File: src/rtl/pico_mem_arbiter.sv
// Two-master round-robin arbiter in front of one PicoRV32 native memory slave.
// One transaction is locked per grant; a watchdog forces completion on a stalled slave.
module pico_mem_arbiter #(
    parameter int unsigned TIMEOUT_CYCLES = 1024,
    parameter int unsigned TO_W           = 11
) (
    input  logic        clk,
    input  logic        resetn,
    input  logic [1:0]  m_valid,
    input  logic [1:0]  m_instr,
    input  logic [63:0] m_addr,
    input  logic [63:0] m_wdata,
    input  logic [7:0]  m_wstrb,
    output logic [1:0]  m_ready,
    output logic [31:0] m_rdata,
    output logic        s_valid,
    output logic        s_instr,
    output logic [31:0] s_addr,
    output logic [31:0] s_wdata,
    output logic [3:0]  s_wstrb,
    input  logic        s_ready,
    input  logic [31:0] s_rdata,
    output logic        grant,
    output logic        busy,
    output logic        timeout_err,
    output logic        timeout_id
);

    typedef enum logic {
        IDLE = 1'b0,
        BUSY = 1'b1
    } state_t;

    localparam logic [TO_W-1:0] WD_LAST = TO_W'(TIMEOUT_CYCLES - 1);

    state_t          state_q, state_d;
    logic            grant_q, grant_d;
    logic            rr_q, rr_d;
    logic [TO_W-1:0] wd_q, wd_d;
    logic [31:0]     addr_q, addr_d;
    logic [31:0]     wdata_q, wdata_d;
    logic [3:0]      wstrb_q, wstrb_d;
    logic            instr_q, instr_d;
    logic            terr_q, terr_d;
    logic            tid_q, tid_d;

    logic            to_fire;
    logic            done;
    logic            sel;

    // A same-cycle s_ready beats the watchdog, so the timeout requires s_ready low.
    assign to_fire = (TIMEOUT_CYCLES != 0) && (state_q == BUSY) && !s_ready && (wd_q == WD_LAST);
    assign done    = (state_q == BUSY) && (s_ready || to_fire);
    assign sel     = (&m_valid) ? rr_q : m_valid[1];

    assign busy        = (state_q == BUSY);
    assign s_valid     = (state_q == BUSY);
    assign grant       = grant_q;
    assign s_addr      = addr_q;
    assign s_wdata     = wdata_q;
    assign s_wstrb     = wstrb_q;
    assign s_instr     = instr_q;
    assign timeout_err = terr_q;
    assign timeout_id  = tid_q;
    assign m_ready     = done ? {grant_q, ~grant_q} : 2'b00;
    assign m_rdata     = to_fire ? 32'hDEAD_BEEF : s_rdata;

    always_comb begin
        state_d = state_q;
        grant_d = grant_q;
        rr_d    = rr_q;
        wd_d    = wd_q;
        addr_d  = addr_q;
        wdata_d = wdata_q;
        wstrb_d = wstrb_q;
        instr_d = instr_q;
        terr_d  = terr_q;
        tid_d   = tid_q;

        unique case (state_q)
            IDLE: begin
                if (|m_valid) begin
                    state_d = BUSY;
                    grant_d = sel;
                    wd_d    = '0;
                    addr_d  = sel ? m_addr[63:32]  : m_addr[31:0];
                    wdata_d = sel ? m_wdata[63:32] : m_wdata[31:0];
                    wstrb_d = sel ? m_wstrb[7:4]   : m_wstrb[3:0];
                    instr_d = sel ? m_instr[1]     : m_instr[0];
                end
            end
            BUSY: begin
                if (done) begin
                    state_d = IDLE;
                    rr_d    = ~grant_q;
                    if (to_fire) begin
                        terr_d = 1'b1;
                        if (!terr_q) tid_d = grant_q;
                    end
                end else begin
                    wd_d = wd_q + TO_W'(1);
                end
            end
            default: state_d = IDLE;
        endcase
    end

    always_ff @(posedge clk or negedge resetn) begin
        if (!resetn) begin
            state_q <= IDLE;
            grant_q <= 1'b0;
            rr_q    <= 1'b0;
            wd_q    <= '0;
            addr_q  <= '0;
            wdata_q <= '0;
            wstrb_q <= '0;
            instr_q <= 1'b0;
            terr_q  <= 1'b0;
            tid_q   <= 1'b0;
        end else begin
            state_q <= state_d;
            grant_q <= grant_d;
            rr_q    <= rr_d;
            wd_q    <= wd_d;
            addr_q  <= addr_d;
            wdata_q <= wdata_d;
            wstrb_q <= wstrb_d;
            instr_q <= instr_d;
            terr_q  <= terr_d;
            tid_q   <= tid_d;
        end
    end

endmodule
File: config.mk
export PLATFORM = sky130hd
export DESIGN_NAME = pico_mem_arbiter
export DESIGN_NICKNAME = d
export VERILOG_FILES = /design/src/rtl/pico_mem_arbiter.sv
export SDC_FILE = /design/constraint.sdc
export NUM_CORES = 1
export LEC_CHECK = 0
export BUFFER_PORTS_ARGS = -buffer_cell sky130_fd_sc_hd__buf_2
export CAP_MARGIN = 10
export CORE_AREA = 2 2 109 111
export DETAILED_ROUTE_END_ITERATION = 10
export DIE_AREA = 0 0 111 113
export PLACE_DENSITY = 0.74
export SLEW_MARGIN = 15
export SYNTH_ARGS = -nofsm -noshare
export SYNTH_HDL_FRONTEND = slang
export SYNTH_SLANG_ARGS = --single-unit
File: constraint.sdc
create_clock -name clk -period 1.5 [get_ports clk]
set_input_delay 0.15 -clock clk [delete_from_list [all_inputs] [get_ports clk]]
set_output_delay 0.15 -clock clk [all_outputs]
set_load 0.01 [all_outputs]
== Word level (Yosys, flattened, before mapping) ==
Cells that the tools add are included.

* Register bits after elaboration: 85
* Output and inout port bits: 108
* Word-level logic and storage cells: 42

* $add $sub $neg: 1
* Equal/unequal tests: 3
* Mux-type cells: 13
* Bitwise gates (word level): 3
* Reduce and logical (&&, ||, !) cells: 12

{| class="wikitable"
|+ Operators with widths
! operator !! count
|-
| two-way mux 32 bit || 3
|-
| two-way mux 11 bit || 2
|-
| one-hot mux 11 bit (2 select lines) || 1
|-
| adder 11 x 1 -> 11 bit (second input constant) || 1
|-
| equality test 11 x 10 -> 1 bit (second input constant) || 1
|-
| AND reduction 2 bit || 4
|-
| two-way mux 1 bit || 4
|-
| two-way mux 4 bit || 1
|-
| inequality test 2 bit (second input constant) || 2
|-
| AND reduction 4 bit || 1
|-
| logical AND 1 bit || 3
|-
| inverter 1 bit || 3
|-
| AND reduction 3 bit || 1
|-
| two-way mux 2 bit || 1
|-
| one-hot mux 1 bit (2 select lines) || 1
|-
| OR reduction 2 bit || 1
|-
| zero test 1 bit || 1
|-
| logical OR 1 bit || 1
|}

== Longest topological paths before layout ==
* Depth after elaboration: 7
* Mapped depth: 7
* Depth with buffers taken out: 6

== Least setup slack after synthesis ==
No wires, ideal clock.

* Kind: register to output
* Start: register wd_q[0]
* End: output m_rdata[10]
* Data arrival time: 1.511 ns
* Required time: 1.350 ns
* Setup slack: -0.161 ns
* Cell stages (with the launch flop): 6
* Buffers on the path: 1
* Path through: dfrtp_1 ha_1 nand3_1 nor4_4 clkbuf_1 or2_2

* Word-level cells in the longest chain between the ends: 3

{| class="wikitable"
|+ Ends and longest elaborated chain
! item !! line !! source
|-
| start: declaration || 39 || <nowiki>logic [TO_W-1:0] wd_q, wd_d;</nowiki>
|-
| start signal: assignment || 124 || <nowiki>wd_q <= wd_d;</nowiki>
|-
| equality test 11 x 10 -> 1 bit || 52 || <nowiki>assign to_fire = (TIMEOUT_CYCLES != 0) && (state_q == BUSY) && !s_ready && (wd_q == WD_LAST);</nowiki>
|-
| logical AND 1 bit || 52 ||
|-
| two-way mux 32 bit || 66 || <nowiki>assign m_rdata = to_fire ? 32'hDEAD_BEEF : s_rdata;</nowiki>
|-
| end: declaration || 15 || <nowiki>output logic [31:0] m_rdata,</nowiki>
|}

No other way between the ends.

== Worst setup path after layout ==
* Start: register wd_q[10]
* End: output m_rdata[8]

The elaborated chain is that of the path after synthesis.

==> reports/results.txt <==
Run status: finished, violations left
Violations in the final reports: setup timing
Nets: 903
Crit. End Element: primary output
Reg2reg start: wd_q[10]$_DFFE_PN0P_
Clk Latency, worst-skew pair: 0.34 ns
WS Path Type: reg2out
Starting Density: 0.372
Syn_nets: 596
Final slew viol count: 0
WL per Instance: 14.8 µm
Vias in the first global route: 4306
Share of layout cells above drive strength 1: 0.523
Design Power: 9.78 mW
Synth top area share: 0.507
Initial antenna violation count: 1
Worst Setup EP: m_rdata[8]
Maximum buffer depth of the clock tree: 2
Initial DRC count: 133
CP startpoint kind: flop
Total wire length: 13000 µm
PortBufs: 282
Min cycle time layout: 1.97 ns
CP startpoint: wd_q[10]$_DFFE_PN0P_
Die Span Y: 113 µm
Setup Viol. Count Final: 44
Period utilization: 1.31
CTS Buf Count: 9
Required time of the critical path: 1.35 ns
Hold slack final: 0.0986 ns
Ys async rst share: 1.00
Largest net degree at the start of global routing: 79
PwrDens: 1480 nW/µm²
Ys Warns: 0
Root Driver: clkbuf_16
Global-route wire length before repair: 20000 µm
Clock H-tree levels: 3
Maximum clock rate: 509 MHz
CTS tree: done
Reg-to-reg slack, setup: -0.15 ns
Layout Skew: 0.00529 ns
Worst endpoint data arrival time: 1.82 ns
# IOs: 283
PnR worst setup slack: -0.466 ns
Synth area leaders: dfrtp_1, mux2i_1, o21ai_0
DR vias/cell: 4.77
CP bufs+invs: 3
Hold WC Path Type: in2reg
Grt total ovfl: 0
CP delay by family, top: simple AND/OR/NAND/NOR gates
Syn avg cell area: 9.99 µm²
Post-Synthesis Cell Area: 4190 µm²
Vias post-DR: 4187
Hold Crit Start: m_addr[57]
Commonest non-fill, non-tap cell in the layout: buf_2
Drc violations: 0
CP Depth: 6
Worst VDD drop: 0.792 mV
RSZ-0062 raised after global routing: true
Reg2Reg Depth: 6
Commonest non-fill, non-tap cells in the layout: buf_2, dfrtp_1, nand2_1, o21ai_0, mux2i_1
Hpwl dp: 9620 µm
Number of flops mapped to enable cells by yosys: 0
Clk slew on worst S/H paths: 0.07 ns
RePlAce Congestion: 0.911
Clock sinks: 85
Most used DFF post-synth: dfrtp_1
# rows: 39
Filler Cell Count: 941
Cell accounting for the most synthesized area: dfrtp_1
R2r endpoint: timeout_id$_DFFE_PN0P_
Maxcap violations: 0
Post-route ant nets: 0
Sequential area share after synthesis: 0.507
Worst Max-Slew Pin Slew: 0.409 ns
Slew headroom: 0.728
Worst Path Max Fanout: 6
Placed instance count: 842
Cell breakdown of the critical path: nand3b_1 > nor4_4 > buf_4 > buf_6 > and2b_1 > buf_2
Hold violation count in the final report: 0
Post-synthesis cell type count: 36
Syn Inst Count: 420
Die width: 111 µm
GRT Overall Usage: 0.198
Yosys reg bits: 85
Area Growth Syn to Fin: 57.4%
Drt first pass iters: 4
Die area: 12500 µm²
Max stage delay on crit path: 0.38 ns
Post-Layout Cell Count: 877
Critical Path Slowest Stage Cell: dfrtp_1
Core area: 11300 µm²
Pleak: 3.67 nW
## cell usage after synthesis, drive strengths merged (2+ instances only)
library cell  count
dfrtp            85
nand2            76
o21ai            76
mux2i            69
or2              26
buf              16
clkbuf           13
nor2              7
nor2b             6
a31oi             5
inv               5
nand3             5
mux2              4
nand2b            4
a21oi             3
and2b             3
a22o              2
nor3              2
nor4              2
## state kept, by name, indices dropped and copies added, names as in the netlist
register / count
s_instr: 1
s_addr: 32
timeout_err: 1
s_wstrb: 4
wd_q: 11
timeout_id: 1
busy: 1
grant: 1
rr_q: 1
s_wdata: 32
## metal layers
layer | vias up | routed length (µm) | track usage
met4 | 0 | 277 | 0.100
met5 | - | 0 | 0
met3 | 16 | 762 | 0.0407
met1 | 1936 | 5030 | 0.212
met2 | 177 | 6940 | 0.371
li1 | 2058 | - | -
## stage by stage
stage / setup slack (ns) / instance area [µm²] / setup TNS [ns] / utilization
detailed placement: -0.116 / 5930 / -1.74 / 0.526
global placement: -0.0764 / 5930 / -0.326 / 0.526
finish: -0.466 / 6600 / -14.21 / 0.586
CTS: -0.458 / 6470 / -14.31 / 0.574
floorplan: 0.00423 / 4200 / 0 / -
global route: -0.568 / 6600 / -18.26 / 0.585
## how the worst min path moves through the flow
stage                             end  slack [ns]  cells after the start
4_1_cts        s_addr[25]$_DFFE_PN0P_        0.09                      3
2_1_floorplan          busy$_DFF_PN0_       -0.15                      0
6_report       s_addr[25]$_DFFE_PN0P_         0.1                      3
3_3_place_gp    s_addr[7]$_DFFE_PN0P_        0.11                      1
3_5_place_dp    s_addr[7]$_DFFE_PN0P_        0.11                      1
5_1_grt        s_addr[25]$_DFFE_PN0P_        0.10                      3
## cell families (layout without fill, tap and decap cells)
logic type,after synthesis,after routing,synth area share
buffers and inverters,34,346,0.0358
other,0,2,0
AOI/OAI and AO/OA,92,92,0.118
muxes,73,73,0.176
adders and majority gates,1,1,0.00298
DFF,85,85,0.507
and+or+nand+nor,135,135,0.160
## power by group
part | switching [mW] | total, mW | internal, mW
Clock | 0.910 | 2.54 | 1.63
Sequential | 0.503 | 3.64 | 3.13
Combinational | 1.94 | 3.61 | 1.67
Total | 3.35 | 9.78 | 6.43
## timing repair
action / in CTS / in global routing
setup endpoints to repair: 43 / 49
hold buffers: 1 / 0
pin swaps: 9 / 5
endpoints found under the hold margin: 28 / 0
buffers inserted: 6 / 7
gates resized for setup: 30 / 10
gates cloned: 3 / 2
## worst register-to-register path: stages, from the launching register on
cell,delay [ns]
dfrtp_1,0.38
nand3b_1,0.22
nor4_4,0.29
buf_4,0.17
buf_6,0.12
nand2b_4,0.05
mux2_4,0.29
## area by class of cell
class / instances / area [µm²] / area share
Tap cell: 143 / 179 / 0.0271
Antenna cell: 2 / 5.00 / 0.000758
Timing Repair Buffer: 325 / 1920 / 0.290
Inverter: 5 / 18.8 / 0.00284
Multi-Input combinational cell: 301 / 2010 / 0.305
Sequential cell: 85 / 2130 / 0.322
Clock inverter: 6 / 111 / 0.0169
Clock buffer: 10 / 229 / 0.0347
Note: power is estimated with default switching activity, not from simulation.
